$ cat src/rtl/i2s_pkg.sv
// Shared I2S constants and types for the receive and transmit paths.
package i2s_pkg;
  localparam int FRAME_HALF_PERIODS = 128;
  localparam int SLOT_BITS          = 24;
  localparam int SAMPLE_BITS        = 16;
  localparam int MIN_HALF_PERIOD    = 2;

  typedef logic signed [SAMPLE_BITS-1:0] sample_t;
  typedef logic [4:0]                    slot_t;
endpackage

$ cat src/rtl/i2s_clk_gen.sv
// I2S master timing: 64-bclk frames, bclk = f_clk/(2*max(bclk_period,2)); tick_rise/tick_fall mark
// the last clk before bclk rises/falls. en low parks both counters at frame start on the next clk.
module i2s_clk_gen
  import i2s_pkg::*;
(
  input  logic       clk,
  input  logic       rst_n,
  input  logic       en,
  input  logic [7:0] bclk_period,
  output logic       bclk,
  output logic       lr_clk,
  output slot_t      slot,
  output logic       tick_rise,
  output logic       tick_fall
);
  localparam int HW = $clog2(FRAME_HALF_PERIODS);

  logic [7:0]    ccnt;
  logic [HW-1:0] hcnt;
  logic [7:0]    last_cnt;
  logic          tick;

  // Equality compare only: shrinking the period under a running counter lets it wrap through 255.
  assign last_cnt = (bclk_period < 8'(MIN_HALF_PERIOD)) ? 8'(MIN_HALF_PERIOD - 1)
                                                        : bclk_period - 8'd1;
  assign tick     = en && (ccnt == last_cnt);

  always_ff @(posedge clk or negedge rst_n) begin
    if (!rst_n) begin
      ccnt <= '0;
      hcnt <= '0;
    end else if (!en) begin
      ccnt <= '0;
      hcnt <= '0;
    end else if (tick) begin
      ccnt <= '0;
      hcnt <= hcnt + HW'(1);
    end else begin
      ccnt <= ccnt + 8'd1;
    end
  end

  assign bclk      = hcnt[0];
  assign lr_clk    = hcnt[HW-1];
  assign slot      = hcnt[HW-2:1];
  assign tick_rise = tick && !hcnt[0];
  assign tick_fall = tick && hcnt[0];
endmodule

$ cat src/rtl/i2s_rx.sv
// I2S mic receiver, 24-bit slot -> 16-bit sample (I2S_RX_ROUND_EN: round half up + saturate, else truncate).
// sample_vld rises 1 clk after the slot-24 capture; a sample completing while one is still held is dropped with overrun.
module i2s_rx
  import i2s_pkg::*;
#(
  parameter bit CHANNEL     = 1'b1,
  parameter int SYNC_STAGES = 2
) (
  input  logic       clk,
  input  logic       rst_n,
  input  logic       en,
  input  logic [7:0] bclk_period,
  input  logic       sd_in,
  output logic       bclk,
  output logic       lr_clk,
  output logic       sample_vld,
  input  logic       sample_rdy,
  output sample_t    sample,
  output logic       overrun
);
  localparam int STAGES = (SYNC_STAGES < 2) ? 2 : SYNC_STAGES;

  slot_t                slot;
  logic                 tick_rise;
  logic                 tick_fall;
  logic [STAGES-1:0]    sync_q;
  logic                 sd_s;
  logic [SLOT_BITS-1:0] shift;
  logic [SLOT_BITS-1:0] word;
  logic                 our_half;
  logic                 cap;
  logic                 done;
  sample_t              conv;

  i2s_clk_gen u_clk_gen (
    .clk         (clk),
    .rst_n       (rst_n),
    .en          (en),
    .bclk_period (bclk_period),
    .bclk        (bclk),
    .lr_clk      (lr_clk),
    .slot        (slot),
    .tick_rise   (tick_rise),
    .tick_fall   (tick_fall)
  );

  always_ff @(posedge clk or negedge rst_n) begin
    if (!rst_n) sync_q <= '0;
    else        sync_q <= {sync_q[STAGES-2:0], sd_in};
  end
  assign sd_s = sync_q[STAGES-1];

  // Slot 0 carries the I2S one-bit delay; slots 1..24 hold D23..D0.
  assign our_half = (lr_clk == CHANNEL);
  assign cap      = tick_fall && our_half && (slot != '0) && (slot <= slot_t'(SLOT_BITS));
  assign done     = cap && (slot == slot_t'(SLOT_BITS));
  assign word     = {shift[SLOT_BITS-2:0], sd_s};

`ifdef I2S_RX_ROUND_EN
  logic [SAMPLE_BITS:0] rnd;
  assign rnd  = {word[SLOT_BITS-1], word[SLOT_BITS-1 -: SAMPLE_BITS]}
              + {{SAMPLE_BITS{1'b0}}, word[SLOT_BITS-SAMPLE_BITS-1]};
  // Only a positive carry into the sign bit is possible.
  assign conv = (rnd[SAMPLE_BITS] != rnd[SAMPLE_BITS-1]) ? sample_t'({1'b0, {(SAMPLE_BITS-1){1'b1}}})
                                                          : sample_t'(rnd[SAMPLE_BITS-1:0]);
`else
  assign conv = sample_t'(word[SLOT_BITS-1 -: SAMPLE_BITS]);
`endif

  always_ff @(posedge clk or negedge rst_n) begin
    if (!rst_n) begin
      shift <= '0;
    end else if (!en) begin
      shift <= '0;
    end else if (cap) begin
      shift <= word;
    end else if (tick_rise && our_half && (slot == '0)) begin
      shift <= '0;
    end
  end

  // Output register: a completion in the handshake cycle replaces the consumed sample.
  always_ff @(posedge clk or negedge rst_n) begin
    if (!rst_n) begin
      sample_vld <= 1'b0;
      sample     <= '0;
      overrun    <= 1'b0;
    end else begin
      overrun <= 1'b0;
      if (done && (!sample_vld || sample_rdy)) begin
        sample     <= conv;
        sample_vld <= 1'b1;
      end else if (done) begin
        overrun <= 1'b1;
      end else if (sample_rdy) begin
        sample_vld <= 1'b0;
      end
    end
  end
endmodule

$ cat config.mk
export PLATFORM = sky130hd
export DESIGN_NAME = i2s_rx
export DESIGN_NICKNAME = d
export VERILOG_FILES = /design/src/rtl/i2s_pkg.sv /design/src/rtl/i2s_clk_gen.sv /design/src/rtl/i2s_rx.sv
export SDC_FILE = /design/constraint.sdc
export NUM_CORES = 1
export LEC_CHECK = 0
export ABC_AREA = 1
export BUFFER_PORTS_ARGS = -buffer_cell sky130_fd_sc_hd__buf_2
export CELL_PAD_IN_SITES_DETAIL_PLACEMENT = 0
export CELL_PAD_IN_SITES_GLOBAL_PLACEMENT = 1
export CORE_MARGIN = 3
export CORE_UTILIZATION = 47
export DETAILED_ROUTE_END_ITERATION = 12
export PLACE_DENSITY_LB_ADDON = 0.1
export SYNTH_ARGS = -nofsm -noshare
export SYNTH_HDL_FRONTEND = slang
export SYNTH_SLANG_ARGS = --single-unit
$ cat constraint.sdc
create_clock -name clk -period 2.9 [get_ports clk]
set_clock_uncertainty 0.05 [all_clocks]
set_input_delay 0 -clock clk [delete_from_list [all_inputs] [get_ports clk]]
set_output_delay 0 -clock clk [all_outputs]
set_load 0.05 [all_outputs]
==> run summary <==
RUN STATUS
----------------------------------------------------------------------------------------------------
Status                                                                                  complete, no violations

PWR
----------------------------------------------------------------------------------------------------
Cell internal power dissipation                                                              1419 uW
Sw Pwr                                                                                      418.6 uW
Power share of the clock group                                                                 49.2%
Leakage power                                                                            0.001961 uW
Net switching share of the total power                                                        22.78%
Pwr dens                                                                                529.8 nW/um^2
Worst-case vdd ir drop                                                                     0.3784 mV
Sequential share of power                                                                      44.5%
Combinational Power Share                                                                       6.3%
Total power after layout                                                                     1838 uW

DIE
----------------------------------------------------------------------------------------------------
Effective utilization at floorplan                                                            49.69%
Floorplan die width                                                                         86.05 um
I/O pin total                                                                                     33
Total Die Area                                                                             7405 um^2
# rows                                                                                            28
Vert. Die Dim                                                                               86.05 um
Placeable core area                                                                        6061 um^2

WORST SETUP PATH
----------------------------------------------------------------------------------------------------
Critical path depth                                                                                9
Required @ worst endpoint                                                                    3.12 ns
Worst reg-to-reg setup slack                                                                 0.74 ns
Data arrival, critical path                                                                  2.38 ns
Buffers & Inverters on Critical Path                                                               2
Startpoint of the worst setup timing path                                               u_clk_gen.hcnt[3]
Kind of critical path                                                                   flop to flop
Gate family responsible for the most delay along the worst path                         simple AND/OR/NAND/NOR gates
Origin of the critical flop-to-flop path                                                u_clk_gen.hcnt[3]
Worst-path cell chain                                                                   inv_2 > nand3_1 > nor2_1 > inv_1 > a21oi_2 > nand4_1 > nor2_4 > nand3_1 > nand2_1
Biggest cell delay along the critical path                                                   0.40 ns
R2r endpoint                                                                               sample[0]
Worst Setup End Kind                                                                            flop
Slowest cell on the critical path                                                       sky130_fd_sc_hd__dfrtp_1
Startpoint Class                                                                                flop
CP Capture Point                                                                           sample[0]
Critical Path Fanout Max                                                                          17
Reg2Reg Depth                                                                                      9
Most numerous cell on the critical path                                                 sky130_fd_sc_hd__nand3_1

ROUTE
----------------------------------------------------------------------------------------------------
Per-cell routed wire length                                                                 12.39 um
Total wire length after detailed routing                                                     6145 um
Total number of vias                                                                            2457
Detailed-route vias per instance                                                               4.954
Number of detailed-route iterations in the first pass                                              4
DRC violation count after routing                                                                  0
Number of DRC markers after the initial detailed-route iteration                                  69
Antenna-violating nets left                                                                        0

GRT
----------------------------------------------------------------------------------------------------
Number of antenna violations at the first check in global routing                                  0
Grt met2 use                                                                                  29.78%
Via count of the first global-routing pass                                                      2397
Sum of overflow across all layers after global routing                                             0
Most Used Layer, Global Route                                                                   met2
All-layer global routing usage                                                                18.67%
Maximum number of pins on one net before global-route repair                                      25
Global routing usage on met3                                                                  4.323%
Wire length of the first global-routing pass                                                10850 um
Met1 demand-to-capacity share in global routing                                               24.77%

CTS
----------------------------------------------------------------------------------------------------
Clock Tree Root                                                                         sky130_fd_sc_hd__clkbuf_8
Post-CTS resize count                                                                              0
Clk sink count                                                                                    58
Number of buffers between clock root and the deepest sink                                          2
Clock-pin slew reported for the worst setup and hold paths after clock tree synthesis        0.07 ns
Clk Latency, worst-skew pair                                                                 0.33 ns
Clock tree from TritonCTS                                                                        yes
# H-tree levels                                                                                    3
TritonCTS buffer count                                                                             9

TIMING
----------------------------------------------------------------------------------------------------
F_max                                                                                      462.9 MHz
Actual slew at the worst max-slew pin                                                       1.037 ns
Number of endpoints with negative hold slack in the final report                                   0
Total Neg Setup Slack                                                                           0 ns
Headroom to the max-slew limit                                                                30.84%
Max Transition Viols Final                                                                         0
Final count of negative-setup-slack endpoints                                                      0
Unrepaired setup endpoints after global routing                                                false
Final Critical Period                                                                       2.160 ns
Final Hold Slack                                                                          0.03939 ns
Final critical-path share of the clock period                                                 74.50%

FINISH
----------------------------------------------------------------------------------------------------
Final non-filler cell area                                                                 3468 um^2
Count of nets after finishing                                                                    432
Fraction of final layout cells sized beyond drive strength 1                                  17.10%
Core occupancy in the finished layout                                                         57.23%
Diode count                                                                                        0
# fillers                                                                                        589
Area delta synth->final                                                                       15.16%

PLACED DESIGN
----------------------------------------------------------------------------------------------------
Cell area after placement                                                                  3197 um^2
Count of input and output buffers                                                                 32
Routability-driven placement congestion ratio                                                 0.8162
Placed wire-length estimate after detailed placement                                         4263 um

SYNTH
----------------------------------------------------------------------------------------------------
Synthesized netlist net count                                                                    394
Syn avg cell area                                                                         7.967 um^2
FF+latch count, synth                                                                             58
Post-synthesis cell count                                                                        378
Synth cell types                                                                                  28
Sequential fraction of the synthesis area                                                     48.19%
Warning count from the yosys run                                                                   0
Netlist area before placement                                                              3012 um^2

RUN
----------------------------------------------------------------------------------------------------
Max-capacitance violation count                                                                    0

MIN PATH
----------------------------------------------------------------------------------------------------
Tightest Hold Check Type                                                                primary input to async pin

[how the worst min path moves through the flow]
stage / to / depth (start not counted) / slack, ns
3_5_place_dp: u_clk_gen.ccnt[0] / 1 / -0.13
4_1_cts: u_clk_gen.hcnt[4] / 2 / 0.04
5_1_grt: u_clk_gen.hcnt[4] / 2 / 0.05
6_report: u_clk_gen.ccnt[7] / 2 / 0.04
2_1_floorplan: overrun / 0 / -0.35
3_3_place_gp: u_clk_gen.ccnt[0] / 1 / -0.13
[cells in the final DEF (no fill, tap or decap), drive strengths merged]
master,synthesis,layout
dlygate4sd3,0,3
buf,11,35
nor3,6,6
nand4,9,9
nand3,59,59
xor2,4,4
bufinv,0,3
o21ai,6,6
a21oi,5,5
o31ai,1,1
nand3b,2,2
clkinvlp,0,3
clkinv,0,1
inv,39,39
nor2,29,29
clkbuf,0,9
nand2,144,144
o22ai,1,1
xnor2,1,1
dfrtp,58,58
ha,3,3
[cells by family after synthesis]
family,synth area share (%)
DFF,48.19
xor gates and xnor gates,1.454
AOI/OAI and AO/OA,2.535
adders and majority gates,1.246
and+or+nand+nor,38.68
buffers and inverters,7.893
[state kept, by name, summed over array words and instances, names as in the netlist]
register,cells
shift,23
sample,16
u_clk_gen.ccnt,8
u_clk_gen.hcnt,7
sync_q,2
overrun,1
sample_vld,1
[power by group through the flow]
stage	Sequential [uW]	Combinational, uW	Clock [uW]
6_report	819	115	904
2_1_floorplan	833	69.5	0
4_1_cts	818	118	924
3_5_place_dp	834	114	0
3_3_place_gp	834	113	0
5_1_grt	819	131	966
[Yosys cell counts, drive strengths merged]
cell type | count | area [um^2]
nand3 | 59 | 335.3
nand4 | 9 | 71.32
dfrtp | 58 | 1451
xor2 | 4 | 35.03
nand2 | 144 | 558.0
xnor2 | 1 | 8.760
o21ai | 6 | 30.03
o31ai | 1 | 7.510
nor2 | 29 | 155.2
nand3b | 2 | 15.01
inv | 39 | 146.4
ha | 3 | 37.54
nor3 | 6 | 30.03
a21oi | 5 | 32.53
buf | 11 | 91.33
o22ai | 1 | 6.260
[layer usage]
layer / part of all wire [%] / wire [um] / vias to the layer above
li1: - / - / 1278
met1: 48 / 2953 / 1141
met2: 48 / 2945 / 33
met3: 3.1 / 188 / 5
met4: 0.93 / 57 / 0
met5: 0 / 0 / -
[layout make-up]
type	instances	area (um^2)	share of cell area (%)
sequential	58	1451	41.85
multi-input combinational	270	1323	38.13
timing repair buffer	38	212.7	6.133
inverter	39	146.4	4.221
clock buffer	9	123.9	3.571
clock inverter	7	117.6	3.391
tap	75	93.84	2.706
[stage by stage]
step                instances  setup slack, ns
floorplan                 378            1.054
global placement          477           0.5363
detailed placement        477           0.4765
CTS                       496           0.6856
global route              496           0.4636
finish                    496           0.7395
[worst reg2reg max path, delay by kind of cell (launching register included)]
| family | cells | cell delay [ns] |
|---|---|---|
| and+or+nand+nor | 6 | 1.15 |
| DFF | 1 | 0.40 |
| AOI/OAI and AO/OA | 1 | 0.27 |
| buffers and inverters | 2 | 0.23 |
[repair_timing]
action / CTS / global route
buffers inserted: 0 / 0
hold buffers: 3 / 0
hold endpoints to repair: 62 / 0
Note: power is estimated with default switching activity, not from simulation.
